==> config.mk <==
export PLATFORM = sky130hd
export DESIGN_NAME = avalon_mm_master
export DESIGN_NICKNAME = d
export VERILOG_FILES = /design/src/rtl/avalon_mm_pkg.sv /design/src/rtl/avalon_mm_wait_timer.sv /design/src/rtl/avalon_mm_master.sv
export SDC_FILE = /design/constraint.sdc
export NUM_CORES = 1
export LEC_CHECK = 0
export CORE_UTILIZATION = 46
export CTS_CLUSTER_SIZE = 12
export DETAILED_ROUTE_END_ITERATION = 10
export HOLD_SLACK_MARGIN = 0.08
export PLACE_DENSITY_LB_ADDON = 0.12
export SYNTH_ARGS = -nofsm -noshare
export SYNTH_HDL_FRONTEND = slang
export SYNTH_SLANG_ARGS = --single-unit
==> constraint.sdc <==
create_clock -name clk -period 7.3 [get_ports clk]
set_input_delay 1.46 -clock clk [delete_from_list [all_inputs] [get_ports clk]]
set_output_delay 1.46 -clock clk [all_outputs]
set_load 0.02 [all_outputs]
==> src/rtl/avalon_mm_pkg.sv <==
// Shared types and constants for the Avalon-MM initiator and its helpers.
package avalon_mm_pkg;

  localparam int DEF_DW = 32;
  localparam int DEF_AW = 32;

  typedef enum logic [1:0] {
    IDLE = 2'd0,
    BUS  = 2'd1,
    RESP = 2'd2
  } state_t;

  // Width needed to count 0..t, never less than one bit.
  function automatic int cnt_width(input int t);
    return (t < 1) ? 1 : $clog2(t + 1);
  endfunction

endpackage

==> src/rtl/avalon_mm_wait_timer.sv <==
// Saturating stall counter; pulses timeout when a stall reaches THRESH cycles.
module avalon_mm_wait_timer
  import avalon_mm_pkg::*;
#(
  parameter int THRESH = 64,
  parameter int W      = cnt_width(THRESH)
) (
  input  logic clk,
  input  logic reset,
  input  logic clr,
  input  logic en,
  output logic timeout
);

  localparam logic [W-1:0] MAX = '1;
  localparam logic [W-1:0] LIM = W'((THRESH == 0) ? 0 : THRESH - 1);

  logic [W-1:0] count;

  // THRESH == 0 disables the watchdog entirely.
  assign timeout = (THRESH != 0) && en && (count == LIM);

  // Count stalled edges; hold at all-ones rather than wrapping.
  always_ff @(posedge clk or posedge reset) begin
    if (reset)                   count <= '0;
    else if (clr)                count <= '0;
    else if (en && count != MAX) count <= count + 1'b1;
  end

endmodule

==> src/rtl/avalon_mm_master.sv <==
// Single-outstanding Avalon-MM initiator with valid/ready command and response ports.
module avalon_mm_master
  import avalon_mm_pkg::*;
#(
  parameter int DW      = DEF_DW,
  parameter int AW      = DEF_AW,
  parameter int TIMEOUT = 64
) (
  input  logic          clk,
  input  logic          reset,
  input  logic          cmd_valid,
  output logic          cmd_ready,
  input  logic          cmd_write,
  input  logic [AW-1:0] cmd_addr,
  input  logic [DW-1:0] cmd_wdata,
  output logic          rsp_valid,
  input  logic          rsp_ready,
  output logic          rsp_write,
  output logic [DW-1:0] rsp_rdata,
  output logic          rsp_error,
  output logic [AW-1:0] address,
  output logic          read,
  output logic          write,
  output logic          chipselect,
  output logic [DW-1:0] writedata,
  input  logic          waitrequest,
  input  logic [DW-1:0] readdata
);

  state_t state;
  logic   tmo;

  // Stall watchdog: counts waitrequest-high edges of the current transfer.
  avalon_mm_wait_timer #(.THRESH(TIMEOUT)) u_timer (
    .clk     (clk),
    .reset   (reset),
    .clr     (state == RESP && rsp_valid && rsp_ready),
    .en      (state == BUS && waitrequest),
    .timeout (tmo)
  );

  // Control FSM; every port output is a register written here.
  always_ff @(posedge clk or posedge reset) begin
    if (reset) begin
      state      <= IDLE;
      cmd_ready  <= 1'b1;
      rsp_valid  <= 1'b0;
      rsp_write  <= 1'b0;
      rsp_rdata  <= '0;
      rsp_error  <= 1'b0;
      address    <= '0;
      read       <= 1'b0;
      write      <= 1'b0;
      chipselect <= 1'b0;
      writedata  <= '0;
    end else begin
      case (state)
        IDLE: begin
          if (cmd_valid && cmd_ready) begin
            address    <= cmd_addr;
            writedata  <= cmd_wdata;
            read       <= ~cmd_write;
            write      <= cmd_write;
            chipselect <= 1'b1;
            cmd_ready  <= 1'b0;
            state      <= BUS;
          end
        end
        BUS: begin
          // Completion beats timeout: waitrequest low means no stall this edge.
          if (!waitrequest) begin
            read       <= 1'b0;
            write      <= 1'b0;
            chipselect <= 1'b0;
            rsp_valid  <= 1'b1;
            rsp_write  <= write;
            rsp_rdata  <= write ? '0 : readdata;
            rsp_error  <= 1'b0;
            state      <= RESP;
          end else if (tmo) begin
            read       <= 1'b0;
            write      <= 1'b0;
            chipselect <= 1'b0;
            rsp_valid  <= 1'b1;
            rsp_write  <= write;
            rsp_rdata  <= '0;
            rsp_error  <= 1'b1;
            state      <= RESP;
          end
        end
        RESP: begin
          if (rsp_ready) begin
            rsp_valid <= 1'b0;
            rsp_error <= 1'b0;
            cmd_ready <= 1'b1;
            state     <= IDLE;
          end
        end
        default: state <= IDLE;
      endcase
    end
  end

endmodule

==> results of run 1 <==
[cell usage in the layout (no fill, tap or decap), drive strengths merged, types with 3 or more instances in the layout]
cell / n
a21oi: 4
o21ai: 7
nor3: 4
clkdlybuf4s50: 204
o32ai: 32
nand4: 3
buf: 4
inv: 38
clkbuf: 11
mux2i: 4
dfrtp: 111
nand2: 238
[sequential cells by signal, indices dropped and copies added, names as in the netlist]
| signal | cells |
|---|---|
| write | 1 |
| rsp_valid | 1 |
| chipselect | 1 |
| state | 2 |
| address | 32 |
| cmd_ready | 1 |
| u_timer.count | 7 |
| rsp_error | 1 |
| read | 1 |
| rsp_rdata | 32 |
| rsp_write | 1 |
| writedata | 32 |
[through the flow]
| stage | utilization, % | cell area, um^2 | power (W) | worst slack [ps] |
|---|---|---|---|---|
| global placement | 67.43 | 6962 | 0.002442 | 3904 |
| CTS | 69.17 | 7141 | 0.002858 | 3707 |
| floorplan | - | 4913 | 0.001815 | 2883 |
| finish | 69.17 | 7141 | 0.002830 | 3727 |
| global route | 69.17 | 7141 | 0.003010 | 3645 |
| detailed placement | 67.43 | 6962 | 0.002491 | 3851 |
[final cells by class]
cell class,instances,area [um^2]
Clock buffer,11,131.4
Clock inverter,4,47.55
Inverter,38,145.1
Sequential cell,112,2805
Tap cell,136,170.2
Fill cell,806,3183
Timing Repair Buffer,208,2072
Multi-Input combinational cell,319,1769
[tightest hold or removal path, cell delays in order (launching register included)]
cell	delay (ps)
dfrtp_1	350
nand2_1	50
nand2_1	50
[synthesized netlist by cell type, types with 2 or more instances]
cell         n  area [um^2]
o32ai_2     28        455.4
o32ai_1      4        35.03
and4_1       2        17.52
nand4_1      3        18.77
buf_2       12        60.06
dfrtp_1    111         2778
nor3_1       4        20.02
nand4bb_1    2        22.52
inv_1       38        142.6
nand4b_1     2        17.52
a21oi_1      4        20.02
nand2b_1     2        12.51
and3_1       2        12.51
buf_6        8        90.09
nand2_1    238        893.4
clkbuf_1    11        41.29
o21ai_0      6        30.03
mux2i_1      4        40.04
[worst paths after layout]
kind	depth (start not counted)	slack [ps]	startpoint	end
min in group asynchronous	2	1590	reset	rsp_rdata[16]$_DFFE_PP0P_
worst min-delay path	2	480	address[26]$_DFFE_PP0P_	address[26]$_DFFE_PP0P_
worst min register to register	2	480	address[26]$_DFFE_PP0P_	address[26]$_DFFE_PP0P_
worst max-delay path	1	3730	write$_DFFE_PP0P_	write
max in group asynchronous	3	4600	reset	writedata[8]$_DFFE_PP0P_
worst max register to register	3	5230	state[0]$_DFFE_PP0P_	rsp_write$_DFFE_PP0P_
[logic make-up after synthesis]
kind of cell / count (synthesis) / synth area share (%)
and+or+nand+nor: 264 / 22.38
DFF: 112 / 57.07
buffers and inverters: 71 / 7.028
AOI/OAI and AO/OA: 49 / 12.22
muxes: 5 / 1.044
adders and majority gates: 1 / 0.2546
[routing by layer]
layer / vias up / GRT usage [%]
met3: 28 / 8.287
li1: 1972 / -
met1: 1958 / 27.55
met5: - / 0
met4: 0 / 11.87
met2: 156 / 39.10
[power by group through the flow]
stage               sequential [W]  clock, W  combinational, W
floorplan                  0.00135         0          0.000463
global route               0.00112  0.000393           0.00150
global placement           0.00108         0           0.00136
detailed placement         0.00109         0           0.00140
CTS                        0.00108  0.000369           0.00141
finish                     0.00108  0.000360           0.00139
==> reports/metrics.csv, run 1 <==
metric;value;unit
status;completed;
comb_power_share;49.2;%
p_switching;0.001130;W
ios;205;
critPathArrivalTime;2110;ps
drt-initial-drc-count;181;
setup_viol;0;
cp_slowest_stage_delay;980;ps
netSwitchingFraction;39.92;%
setup_total_negative_slack;0;ps
cts.sink_count;112;
initial_utilization;47.59;%
core;10320;um^2
wl_met3;1.077;mm
antenna_cells;0;
wl_met1;5.053;mm
routed_wirelength;12.68;mm
fin_crit_sh;48.94;%
finalHoldViolations;0;
fp.dieH;105.4;um
finalClockSkew;8.985;ps
min_period;3573;ps
syn_nets;605;
post_cts_buffers;0;
drive_gt1_share;7.659;%
globalplace.congestion;0.7706;
synthesis.area;4913;um^2
htreeDepth;3;
dp_cells;813;
p_int;0.001700;W
dr_wl_met2;6.117;mm
seq_power_share;38.1;%
timing.final.max_slew_violations;0;
via_count;4114;
fin_cells;828;
antenna_found_initial;0;
routedWlPerCell;15.31;um
hold_buffers;0;
path_max_fanout;35;
grt_pass1_vias;4307;
worstPathCellList;clkdlybuf4s50_1;
cts_tree;done;
slew_headroom;38.42;%
area_delta_synth_final;45.33;%
cts_resized;0;
p_clk_share;12.7;%
holdWs;479.0;ps
avgViaCountPerCell;4.969;
grtUsageTotal;23.77;%
grt_pass1_wl;20.61;mm
design.die.area;11100;um^2
dieWidth;105.4;um
dp.final_hpwl;8.745;mm
portBuffers;204;
ys_ff_latch;112;
path_class;reg -> out;
drv_cap;0;
ys_seq_area_share;57.07;%
synthCells;502;
worst_pin_slew;923.7;ps
overflow;0;
firstDrtPassIters;4;
syn_avg_cell_area;9.788;um^2
synth.distinct_cells;39;
ir_worst_vdd;189.8;uV
clock_latency;380;ps
cpMaxStageDelayCell;dfrtp_2;
cts_buffers;9;
cts_root_buffer;clkbuf_8;
fmaxAchievable;279.9;MHz
routed.top_layer;met4;
clk_path_buf_depth;2;
drc;0;
path_clk_slew;90;ps
hold_class;reg -> reg;
rsz0062_at_grt;no;
power_density;396.3;nW/um^2
synth_edf_count;0;
async_reset_ff_share;100.0;%
ys.flop_type;dfrtp_1;
crit_family;flip-flops;
critPathBufInv;1;
yosysWarnings;0;
p_leak;3.411;nW
critPathLaunchType;register;
worstSetupEndpointType;output port;
nets;791;
rows;37;
ant_nets;0;
crit_required;5840;ps
grt_start_max_net_pins;70;
No activity file was read; power rests on OpenSTA's default activity.
==> inputs of run 2 (changes only) <==
--- a/config.mk
+++ b/config.mk
@@ -5,7 +5,7 @@
 export SDC_FILE = /design/constraint.sdc
 export NUM_CORES = 1
 export LEC_CHECK = 0
-export CORE_UTILIZATION = 46
+export CORE_UTILIZATION = 39
 export CTS_CLUSTER_SIZE = 12
 export DETAILED_ROUTE_END_ITERATION = 10
 export HOLD_SLACK_MARGIN = 0.08
==> constraint.sdc (replaced) <==
create_clock -name clk -period 3.1 [get_ports clk]
set_input_delay 0.62 -clock clk [delete_from_list [all_inputs] [get_ports clk]]
set_output_delay 0.62 -clock clk [all_outputs]
set_load 0.02 [all_outputs]
==> reports/metrics.csv, run 2 (synthesis gave the netlist of run 1 again) <==
metric;value;unit
hold_buffers;0;
rsz0062_at_grt;no;
area_delta_synth_final;51.03;%
top_regs;address (32), rsp_rdata (32), writedata (32);
dieWidth;114.2;um
grtUsageTotal;20.29;%
initial_utilization;40.40;%
fin_cells;864;
rows;40;
min_period;2221;ps
drv_cap;0;
firstDrtPassIters;4;
setup_viol;0;
worst_pin_slew;1033;ps
dp_cells;848;
final_cell_mix;nand2_1, clkdlybuf4s50_1, dfrtp_1;
dp.final_hpwl;8.763;mm
hold_path_end;writedata[4]$_DFFE_PP0P_;
path_clk_slew;70;ps
via_count;4114;
antenna_cells;0;
cts_resized;0;
path_class;in -> reg;
grt_pass1_wl;20.58;mm
fmaxAchievable;450.3;MHz
drive_gt1_share;8.333;%
p_switching;0.002703;W
seq_power_share;34.6;%
ios;205;
fp.dieH;114.2;um
finalHoldViolations;0;
path_max_fanout;69;
worstSetupEndpointType;register;
core;12160;um^2
hold_class;reg -> reg;
routed_wirelength;12.72;mm
p_int;0.004480;W
cts_root_buffer;clkbuf_16;
drt-initial-drc-count;189;
slew_headroom;31.12;%
critPathLaunchType;input pin;
globalplace.congestion;0.7508;
htreeDepth;3;
comb_power_share;46.6;%
p_leak;3.515;nW
nets;794;
ant_nets;0;
cts.sink_count;112;
clock_latency;350;ps
grt_start_max_net_pins;70;
p_clk_share;18.7;%
overflow;0;
timing.final.max_slew_violations;0;
status;completed;
grt_pass1_vias;4053;
routedWlPerCell;14.72;um
netSwitchingFraction;37.63;%
cts_buffers;9;
power_density;967.9;nW/um^2
drc;0;
r2r_end;read$_DFFE_PP0P_;
reg2reg_slack;1030;ps
setup_total_negative_slack;0;ps
finalClockSkew;9.099;ps
reg2reg_depth;2;
fin_crit_sh;71.64;%
n_fill_cell;1043;
avgViaCountPerCell;4.762;
antenna_found_initial;0;
min-delay-start;writedata[4]$_DFFE_PP0P_;
register_area;2805;um^2
hold_depth;2;
multi_input_area;1780;um^2
portBuffers;204;
final_common_cell;nand2_1;
r2r_start;state[1]$_DFFE_PP0P_;
design.die.area;13050;um^2
clk_path_buf_depth;2;
crit_required;3340;ps
post_cts_buffers;0;
cts_tree;done;
ir_worst_vdd;415.5;uV
critPathArrivalTime;2460;ps
run 2: metrics by stage:
step	total power, W	hold WS [ps]	utilization, %	instance area (um^2)	worst slack, ps
after floorplan	0.004274	473.1	-	4917	1123
after global placement	0.005811	457.8	58.17	7074	558.5
after detailed placement	0.005889	461.9	58.17	7074	493.0
after CTS	0.007271	479.3	61.02	7421	873.5
after global routing	0.007631	485.6	61.02	7421	675.4
final	0.007183	475.7	61.02	7421	879.3
run 2: layer usage:
| metal | wire (um) | global-route usage, % |
|---|---|---|
| met1 | 5446 | 25.28 |
| met2 | 5859 | 31.92 |
| met3 | 1167 | 7.835 |
| met4 | 247 | 7.706 |
| met5 | 0 | 0 |
run 2: power by group through the flow:
stage                     Combinational, W  Clock, W  Sequential (W)
after floorplan                    0.00109         0         0.00318
after global placement             0.00333         0         0.00249
after detailed placement           0.00338         0         0.00251
after CTS                          0.00339   0.00138         0.00249
after global routing               0.00362   0.00144         0.00257
final                              0.00335   0.00135         0.00249
run 2: worst max-delay path by stage:
stage                     cells after the start      start                endpoint
after floorplan                               1      reset  address[0]$_DFFE_PP0P_
after global placement                        3  cmd_valid        read$_DFFE_PP0P_
after detailed placement                      3  cmd_valid        read$_DFFE_PP0P_
after CTS                                     3  cmd_valid        read$_DFFE_PP0P_
after global routing                          3  cmd_valid        read$_DFFE_PP0P_
final                                         3  cmd_valid        read$_DFFE_PP0P_
run 2: final cells by class:
cell class                      count  share of cell area, %
Sequential cell                   112                  37.80
Timing Repair Buffer              211                  28.73
Multi-Input combinational cell    319                  23.99
Clock buffer                       11                  3.271
Tap cell                          168                  2.833
Inverter                           38                  1.973
Clock inverter                      5                  1.399
run 2: worst max-delay path, stage by stage:
cell             delay, ps
clkdlybuf4s50_1        540
nand4bb_4              790
o22ai_1                470
